===== src/rtl/exu_trap_ctrl.sv =====
// Trap sequencer for the EXU exception path.
// Accepts one exception at a time from the LSU or the ALU, flushes the pipeline, writes
// mepc/mcause/mtval through the CSR write port and redirects fetch to mtvec. An ebreak skips
// the CSR/redirect sequence and parks the core in HALT with the a0 exit code latched.
module exu_trap_ctrl #(
   parameter int unsigned XLEN       = 32,
   parameter logic [11:0] CSR_MEPC   = 12'h341,
   parameter logic [11:0] CSR_MCAUSE = 12'h342,
   parameter logic [11:0] CSR_MTVAL  = 12'h343,
   parameter int unsigned FLUSH_TMO  = 15
) (
   input  logic            clk,
   input  logic            rst,
   // ALU exception request
   input  logic            alu_excp_valid,
   output logic            alu_excp_ready,
   input  logic            alu_excp_ebreak,
   input  logic            alu_excp_ecall,
   input  logic            alu_excp_illegal,
   input  logic [XLEN-1:0] alu_excp_pc,
   // LSU exception request
   input  logic            lsu_excp_valid,
   output logic            lsu_excp_ready,
   input  logic            lsu_excp_ld_mis,
   input  logic [XLEN-1:0] lsu_excp_pc,
   input  logic [XLEN-1:0] lsu_excp_badaddr,
   // Pipeline flush
   output logic            flush_req,
   input  logic            flush_ack,
   // CSR write port
   output logic            csr_wr_en,
   output logic [11:0]     csr_wr_addr,
   output logic [XLEN-1:0] csr_wr_data,
   input  logic [XLEN-1:0] csr_mtvec,
   // Fetch redirect
   output logic            redirect_valid,
   output logic [XLEN-1:0] redirect_pc,
   input  logic            redirect_ready,
   // Commit / simulator interface
   input  logic [XLEN-1:0] endcode,
   output logic            commit_trap,
   output logic [XLEN-1:0] cmt_cause,
   output logic            halt,
   output logic [XLEN-1:0] halt_code,
   output logic            err_flush_tmo
);

   typedef enum logic [2:0] {
      StIdle,
      StFlush,
      StWrEpc,
      StWrCause,
      StWrTval,
      StRedir,
      StHalt
   } state_e;

   // Counter value seen in the last FLUSH cycle we are willing to spend waiting for ack.
   localparam logic [3:0] FlushLast = 4'(FLUSH_TMO - 1);

   state_e          state_q;
   logic [3:0]      flush_cnt_q;
   logic [XLEN-1:0] epc_q;
   logic [XLEN-1:0] tval_q;
   logic            ebreak_q;

   logic            lsu_accept;
   logic            alu_accept;
   logic            any_accept;
   logic [4:0]      acc_cause;
   logic [XLEN-1:0] acc_pc;
   logic [XLEN-1:0] acc_tval;
   logic            acc_ebreak;
   logic            flush_tmo;
   logic            flush_done;
   logic            redir_done;

   // Handshakes: LSU has priority because its instruction is older.
   assign lsu_excp_ready = (state_q == StIdle);
   assign alu_excp_ready = (state_q == StIdle) & ~lsu_excp_valid;
   assign lsu_accept     = lsu_excp_valid & lsu_excp_ready;
   assign alu_accept     = alu_excp_valid & alu_excp_ready;
   assign any_accept     = lsu_accept | alu_accept;

   // FLUSH ends on ack, or gives up on the last allowed cycle without ack.
   assign flush_tmo  = ~flush_ack & (flush_cnt_q == FlushLast);
   assign flush_done = (state_q == StFlush) & (flush_ack | flush_tmo);
   assign redir_done = (state_q == StRedir) & redirect_ready;

   // Commit must coincide with the completing handshake so a new trap can be taken next cycle.
   assign commit_trap = (flush_done & ebreak_q) | redir_done;

   // Decode cause, faulting pc and mtval of the request being accepted this cycle.
   always_comb begin
      acc_cause  = 5'h1F;
      acc_pc     = alu_excp_pc;
      acc_tval   = '0;
      acc_ebreak = 1'b0;
      if (lsu_excp_valid) begin
         acc_cause = lsu_excp_ld_mis ? 5'd4 : 5'd6;
         acc_pc    = lsu_excp_pc;
         acc_tval  = lsu_excp_badaddr;
      end else if (alu_excp_illegal) begin
         acc_cause = 5'd2;
      end else if (alu_excp_ecall) begin
         acc_cause = 5'd11;
      end else if (alu_excp_ebreak) begin
         acc_cause  = 5'd3;
         acc_ebreak = 1'b1;
      end
   end

   // Trap sequencer; every strobe is registered on entry to the state that owns it.
   always_ff @(posedge clk or negedge rst) begin
      if (!rst) begin
         state_q        <= StIdle;
         flush_cnt_q    <= '0;
         epc_q          <= '0;
         tval_q         <= '0;
         ebreak_q       <= 1'b0;
         flush_req      <= 1'b0;
         csr_wr_en      <= 1'b0;
         csr_wr_addr    <= '0;
         csr_wr_data    <= '0;
         redirect_valid <= 1'b0;
         redirect_pc    <= '0;
         cmt_cause      <= '0;
         halt           <= 1'b0;
         halt_code      <= '0;
         err_flush_tmo  <= 1'b0;
      end else begin
         case (state_q)
            StIdle: begin
               if (any_accept) begin
                  epc_q       <= acc_pc;
                  tval_q      <= acc_tval;
                  ebreak_q    <= acc_ebreak;
                  cmt_cause   <= {{(XLEN-5){1'b0}}, acc_cause};
                  flush_cnt_q <= '0;
                  flush_req   <= 1'b1;
                  state_q     <= StFlush;
                  if (acc_ebreak) begin
                     halt_code <= endcode;
                  end
               end
            end
            StFlush: begin
               if (flush_done) begin
                  flush_req <= 1'b0;
                  if (flush_tmo) begin
                     err_flush_tmo <= 1'b1;
                  end
                  if (ebreak_q) begin
                     halt    <= 1'b1;
                     state_q <= StHalt;
                  end else begin
                     csr_wr_en   <= 1'b1;
                     csr_wr_addr <= CSR_MEPC;
                     csr_wr_data <= epc_q;
                     state_q     <= StWrEpc;
                  end
               end else begin
                  flush_cnt_q <= flush_cnt_q + 4'd1;
               end
            end
            StWrEpc: begin
               csr_wr_addr <= CSR_MCAUSE;
               csr_wr_data <= cmt_cause;
               state_q     <= StWrCause;
            end
            StWrCause: begin
               csr_wr_addr <= CSR_MTVAL;
               csr_wr_data <= tval_q;
               state_q     <= StWrTval;
            end
            StWrTval: begin
               // Direct mode only: mode bits of mtvec are dropped, target frozen for the handshake.
               csr_wr_en      <= 1'b0;
               csr_wr_addr    <= '0;
               csr_wr_data    <= '0;
               redirect_valid <= 1'b1;
               redirect_pc    <= {csr_mtvec[XLEN-1:2], 2'b00};
               state_q        <= StRedir;
            end
            StRedir: begin
               if (redirect_ready) begin
                  redirect_valid <= 1'b0;
                  redirect_pc    <= '0;
                  state_q        <= StIdle;
               end
            end
            StHalt: begin
               state_q <= StHalt;
            end
            default: begin
               state_q <= StIdle;
            end
         endcase
      end
   end

endmodule


===== config.mk =====
export PLATFORM = sky130hd
export DESIGN_NAME = exu_trap_ctrl
export DESIGN_NICKNAME = d
export VERILOG_FILES = /design/src/rtl/exu_trap_ctrl.sv
export SDC_FILE = /design/constraint.sdc
export NUM_CORES = 1
export LEC_CHECK = 0
export BUFFER_PORTS_ARGS = -buffer_cell sky130_fd_sc_hd__buf_2
export CORE_ASPECT_RATIO = 1.25
export CORE_MARGIN = 2
export CORE_UTILIZATION = 53
export CTS_BUF_LIST = sky130_fd_sc_hd__clkbuf_16
export DETAILED_ROUTE_END_ITERATION = 6
export GPL_TIMING_DRIVEN = 0
export PLACE_DENSITY = 0.86
export SETUP_SLACK_MARGIN = 0.1
export SLEW_MARGIN = 10
export SYNTH_ARGS = -nofsm -noshare
export SYNTH_HDL_FRONTEND = slang
export SYNTH_SLANG_ARGS = --single-unit

===== constraint.sdc =====
create_clock -name clk -period 3.15 [get_ports clk]
set_input_delay 0.7875 -clock clk [delete_from_list [all_inputs] [get_ports clk]]
set_output_delay 0.7875 -clock clk [all_outputs]
set_load 0.02 [all_outputs]

======== Word-level counts from Yosys, hierarchy flattened ========
Cells that the tools add are included.
storage, ports and cells
  flip-flop bits (word level) ............. 190
  bits of input ports ..................... 170
  output and inout bits ................... 148
  logic and storage cells ................. 90
operators by class
  add/sub/neg operators ................... 1
  eq/ne operators ......................... 12
  mux-type cells .......................... 35
  bitwise operators ....................... 12
  reductions and logical operators ........ 15
operators by type and width
  cell                                                              count
  32-bit 2-to-1 mux                                                 5
  32-bit one-hot mux with 4 select lines                            1
  32-bit one-hot mux with 2 select lines                            1
  12-bit one-hot mux with 4 select lines                            1
  12-bit 2-to-1 mux                                                 2
  3-bit AND reduction                                               8
  3-bit one-hot mux with 7 select lines                             1
  5-bit 2-to-1 mux                                                  4
  3-bit 2-to-1 mux                                                  4
  3-bit == test (second input constant)                             3
  1-bit 2-to-1 mux                                                  9
  4-bit 2-to-1 mux                                                  2
  2-bit != test (second input constant)                             4
  4-bit one-hot mux with 2 select lines                             1
  1-bit bitwise AND                                                 7
  3-bit by 2-bit == test with 1-bit output (second input constant)  2
  1-bit one-hot mux with 2 select lines                             3
  2-bit nonzero test                                                3
  4-bit by 1-bit adder with 4-bit output (second input constant)    1
  4-bit == test (second input constant)                             1
  2-bit AND reduction                                               2
  4-bit nonzero test                                                1
  3-bit by 1-bit == test with 1-bit output (second input constant)  1
  3-bit zero test                                                   1
  other kinds (4)                                                   7

======== Depth between registers and ports, before layout ========
  word-level depth ........................ 6
  gate-level depth with buffers ........... 7

======== Worst setup path before layout ========
Ideal clock, no wire load.
  path kind ............................... in2out
  start point ............................. input lsu_excp_valid
  end point ............................... output alu_excp_ready
  arrival ................................. 1,767 ps
  setup slack ............................. 595 ps
  stages on the path ...................... 3
  buffers on the path ..................... 2
  cell sequence ........................... buf_1 -> buf_1 -> nor2_1
on the way
  word-level cells in the longest chain between the ends .. 2
RTL lines
  what                line  text
  start: declaration  22    input logic lsu_excp_valid,
  1-bit NOT           80    assign alu_excp_ready = (state_q == StIdle) & ~lsu_excp_valid;
  1-bit bitwise AND   80
  end: declaration    16    output logic alu_excp_ready,
No other way between the ends.

======== Worst setup path in the final report ========
  start point ............................. register state_q[1]
  end point ............................... output alu_excp_ready
on the way
  word-level cells in the longest chain between the ends .. 2
RTL lines
  what                      line  text
  start: declaration        61    state_e state_q;
  start signal: assignment  116   state_q <= StIdle;
  start signal: assignment  141   state_q <= StFlush;
  start signal: assignment  155   state_q <= StHalt;
  3-bit zero test           80
  1-bit bitwise AND         80
No other way between the ends.

==> impl_results.md <==
- Post-Layout Inst Area: ~0.010 sq mm
- Number of core rows: 50
- Achievable Freq: 336 MHz
- Number of antenna violations at the first check in global routing: 4
- Clock tree buffer depth: 2
- Cells traversed along the worst timing path: buf_6 -> or3_4 -> clkbuf_1 -> clkbuf_2 -> nor2_1 -> buf_2
- Largest fanout on the critical path: 10
- Cell family with most CP delay: buffers and inverters
- DP HPWL: 16.4 mm
- Layout cells sized above 1: 0.392
- Register bit count reported by yosys: around 180
- # H-tree levels: 4
- Per-instance average area after synthesis: about 12 sq um
- Area Growth Syn to Fin: 30.4%
- Syn Std Cell Area: 0.00799 sq mm
- Clk sink count: approximately 180
- Leakage power: about 5.5 nW
- Kind of end point of the critical path: output port
- Pin slew with the least headroom to its limit: 1.05 ns
- Largest incremental delay on the critical path: 0.41 ns
- Initial standard-cell utilization of the core: 0.537
- Residual DRC: 0
- Routing usage on met2: 0.481
- Tmin final: 2.98 ns
- Met3 usage in global routing: 0.0461
- Pre-antenna DRT Iters: 5
- Kind of critical path: reg -> out
- DRT Wirelength: 22.4 mm
- Routed Antenna Nets: 0
- Asr flop ratio synth: 1.00
- Floorplan die area: around 0.016 sq mm
- Synth unique cells: 45
- Share of the yosys chip area belonging to registers: 0.561
- Aggregate global-route resource usage: 0.279
- Detailed-route vias per instance: 5.59
- Root Buffer Master: clkbuf_16
- Setup repair after global routing missed its margin: yes
- Setup violations, final: 0
- Die outline height: 141 um
- Peak-usage layer in the global routing report: met2
- CTS tree: yes
- Weighted congestion at the end of routability-driven global placement: 0.862
- GR met1 Demand/Resource: 0.347
- Clock network latency to the later pin of the worst-skew pair: 0.43 ns
- Via count of the first global-routing pass: 6675
- Floorplan Core Area: 0.0149 sq mm
- PwrDens: 1030 mW/mm^2
- Worst Setup EP: alu_excp_ready
- Worst setup path startpoint: state_q[1]$_DFFE_PN0P_
- Horiz. Die Dim: 114 um
- R2r startpoint: state_q[0]$_DFFE_PN0P_
- Detailed Route Iter0 Violations: 659
- Overall overflow remaining after global route: 0
- Main synth FF type: dfrtp_1
- R2r setup slk: 0.74 ns
- Syn Inst Count: approximately 670
- DR vias: approximately 6.7k
- Worst path required time: 2.36 ns
- Count of cell instances traversed by the critical path: 6
- Final cycle utilization of the critical path: 0.945
- Global-route wire length before repair: between 30 and 40 mm
- Total count of hold-check failures in the final report: 0
- Number of ports placed on the die boundary: 318
- Slowest cell on the critical path: or3_4
- Cts bufs inserted: 17
- Post-CTS setup buffer count: 0
- Relative slew margins: 0.289
- Largest net degree at the start of global routing: 97
- Post-detailed-route wirelength per cell: 18.6 um
- Clock-pin slew reported for the worst setup and hold paths after clock tree synthesis: 0.07 ns
- Max Clock Skew: 0.0138 ns
- Layout net count: 1176
- Number of I/O port buffers: ~280
- Setup total negative slack: 0 ns
- Number of enable-type register cells in the synthesized netlist: 0
- Number of cell instances on the worst register-to-register path: 5
- Total cell area at the placement stage: approximately 0.0098 sq mm
- Endpoint of the lowest-slack register-to-register path: redirect_pc[18]$_DFFE_PN0P_
- Yosys warning count: 0
- Critical path data arrival time: roughly 2.2 ns
- Path category of the worst min-delay check: in -> async
- Max-slew violations: 0
- Worst path bufs/invs: 4
- Maxcap violations: 0
- Element type at the critical path start: register
- Run status: complete, no violations
- Worst vdd rail ir drop: about 0.46 mV
[layout by cell type (no fill, tap or decap), types with 3 or more instances in the layout]
master	n
buf_4	38
inv_1	4
nor2_1	13
clkbuf_1	41
a21oi_1	31
dfrtp_1	179
buf_6	5
mux2_2	3
buf_1	5
conb_1	36
nand2_1	33
mux2i_1	39
nand3_1	4
clkinv_2	3
or3_1	28
a221o_1	5
nand2b_1	3
inv_6	4
mux2_4	29
o311a_1	27
a22o_1	65
diode_2	4
bufinv_16	4
clkbuf_16	17
nor3_1	4
o21ai_0	76
buf_2	282
[cell type report]
cell class,count,area (sq um)
Antenna cell,4,10.0
Inverter,4,15.0
Clock buffer,17,425
Clock inverter,15,203
Tap cell,182,228
Buffer,95,544
Fill cell,1119,4470
Sequential cell,179,4480
Multi-Input combinational cell,427,3080
Timing Repair Buffer,280,1430
[per-layer routing]
layer / part of all wire / wire, um
met1: 0.39 / 8750
met2: 0.51 / 11500
met3: 0.066 / 1480
met4: 0.028 / 621
met5: 0 / 0
[registers in the layout, summed over array words and instances, names as in the netlist]
| register | flops |
|---|---|
| state_q | 3 |
| redirect_valid | 1 |
| err_flush_tmo | 1 |
| tval_q | 32 |
| cmt_cause | 5 |
| ebreak_q | 1 |
| epc_q | 32 |
| csr_wr_addr | 3 |
| flush_cnt_q | 4 |
| halt | 1 |
| redirect_pc | 30 |
| halt_code | 32 |
| csr_wr_data | 32 |
| flush_req | 1 |
| csr_wr_en | 1 |
[cell families (layout without fill, tap and decap cells)]
| group | after synthesis | count (layout) | synth area share |
|---|---|---|---|
| compound gates | 221 | 221 | 0.195 |
| fa+ha+maj | 2 | 2 | 0.00313 |
| buf+inv | 101 | 411 | 0.0705 |
| flops | 179 | 179 | 0.561 |
| mux | 71 | 71 | 0.108 |
| other cells | 1 | 40 | 0.000469 |
| simple gates | 97 | 97 | 0.0631 |
[cell usage after synthesis, drive strengths merged, types with 14 or more instances]
library cell / n / area (sq um)
a22o: 65 / 569
a21oi: 31 / 155
or3: 29 / 186
mux2i: 39 / 390
clkbuf: 44 / 165
nand2: 33 / 124
mux2: 32 / 469
buf: 53 / 383
o311a: 27 / 270
nor2: 14 / 55.1
dfrtp: 179 / 4480
o21ai: 77 / 385
[how the worst min path moves through the flow]
stage / start / to / cells after the start
3_3_place_gp: err_flush_tmo$_DFFE_PN0P_ / err_flush_tmo$_DFFE_PN0P_ / 1
5_1_grt: rst / csr_wr_data[4]$_DFFE_PN0P_ / 1
3_5_place_dp: redirect_valid$_DFFE_PN0P_ / redirect_valid$_DFFE_PN0P_ / 1
6_report: rst / csr_wr_data[4]$_DFFE_PN0P_ / 1
2_1_floorplan: epc_q[10]$_DFFE_PN0P_ / epc_q[10]$_DFFE_PN0P_ / 2
4_1_cts: rst / tval_q[2]$_DFFE_PN0P_ / 1
[what timing repair did]
| item | CTS | global route |
|---|---|---|
| pin swaps | 0 | 0 |
| endpoints found under the setup margin | 1 | 2 |
| hold buffers | 0 | 0 |
| gates resized for setup | 1 | 4 |
[stage by stage]
| step | util | power [mW] | std cells | setup WS (ns) | hold WS, ns |
|---|---|---|---|---|---|
| 2_1_floorplan | - | 6.81 | 707 | 0.595 | 0.467 |
| 3_5_place_dp | 0.657 | 8.37 | 1169 | -0.174 | 0.467 |
| 5_1_grt | 0.700 | 11.3 | 1203 | 0.0828 | 0.401 |
| 4_1_cts | 0.699 | 10.7 | 1201 | 0.111 | 0.369 |
| 3_3_place_gp | 0.655 | 8.19 | 1168 | -1.42 | 0.455 |
| 6_report | 0.700 | 10.7 | 1203 | 0.174 | 0.344 |
[report_power, final]
part           switching (mW)  internal [mW]
registers               0.596           3.31
clock network           0.943           1.34
logic                    2.66           1.85
Power figures use the tool's default switching activity.
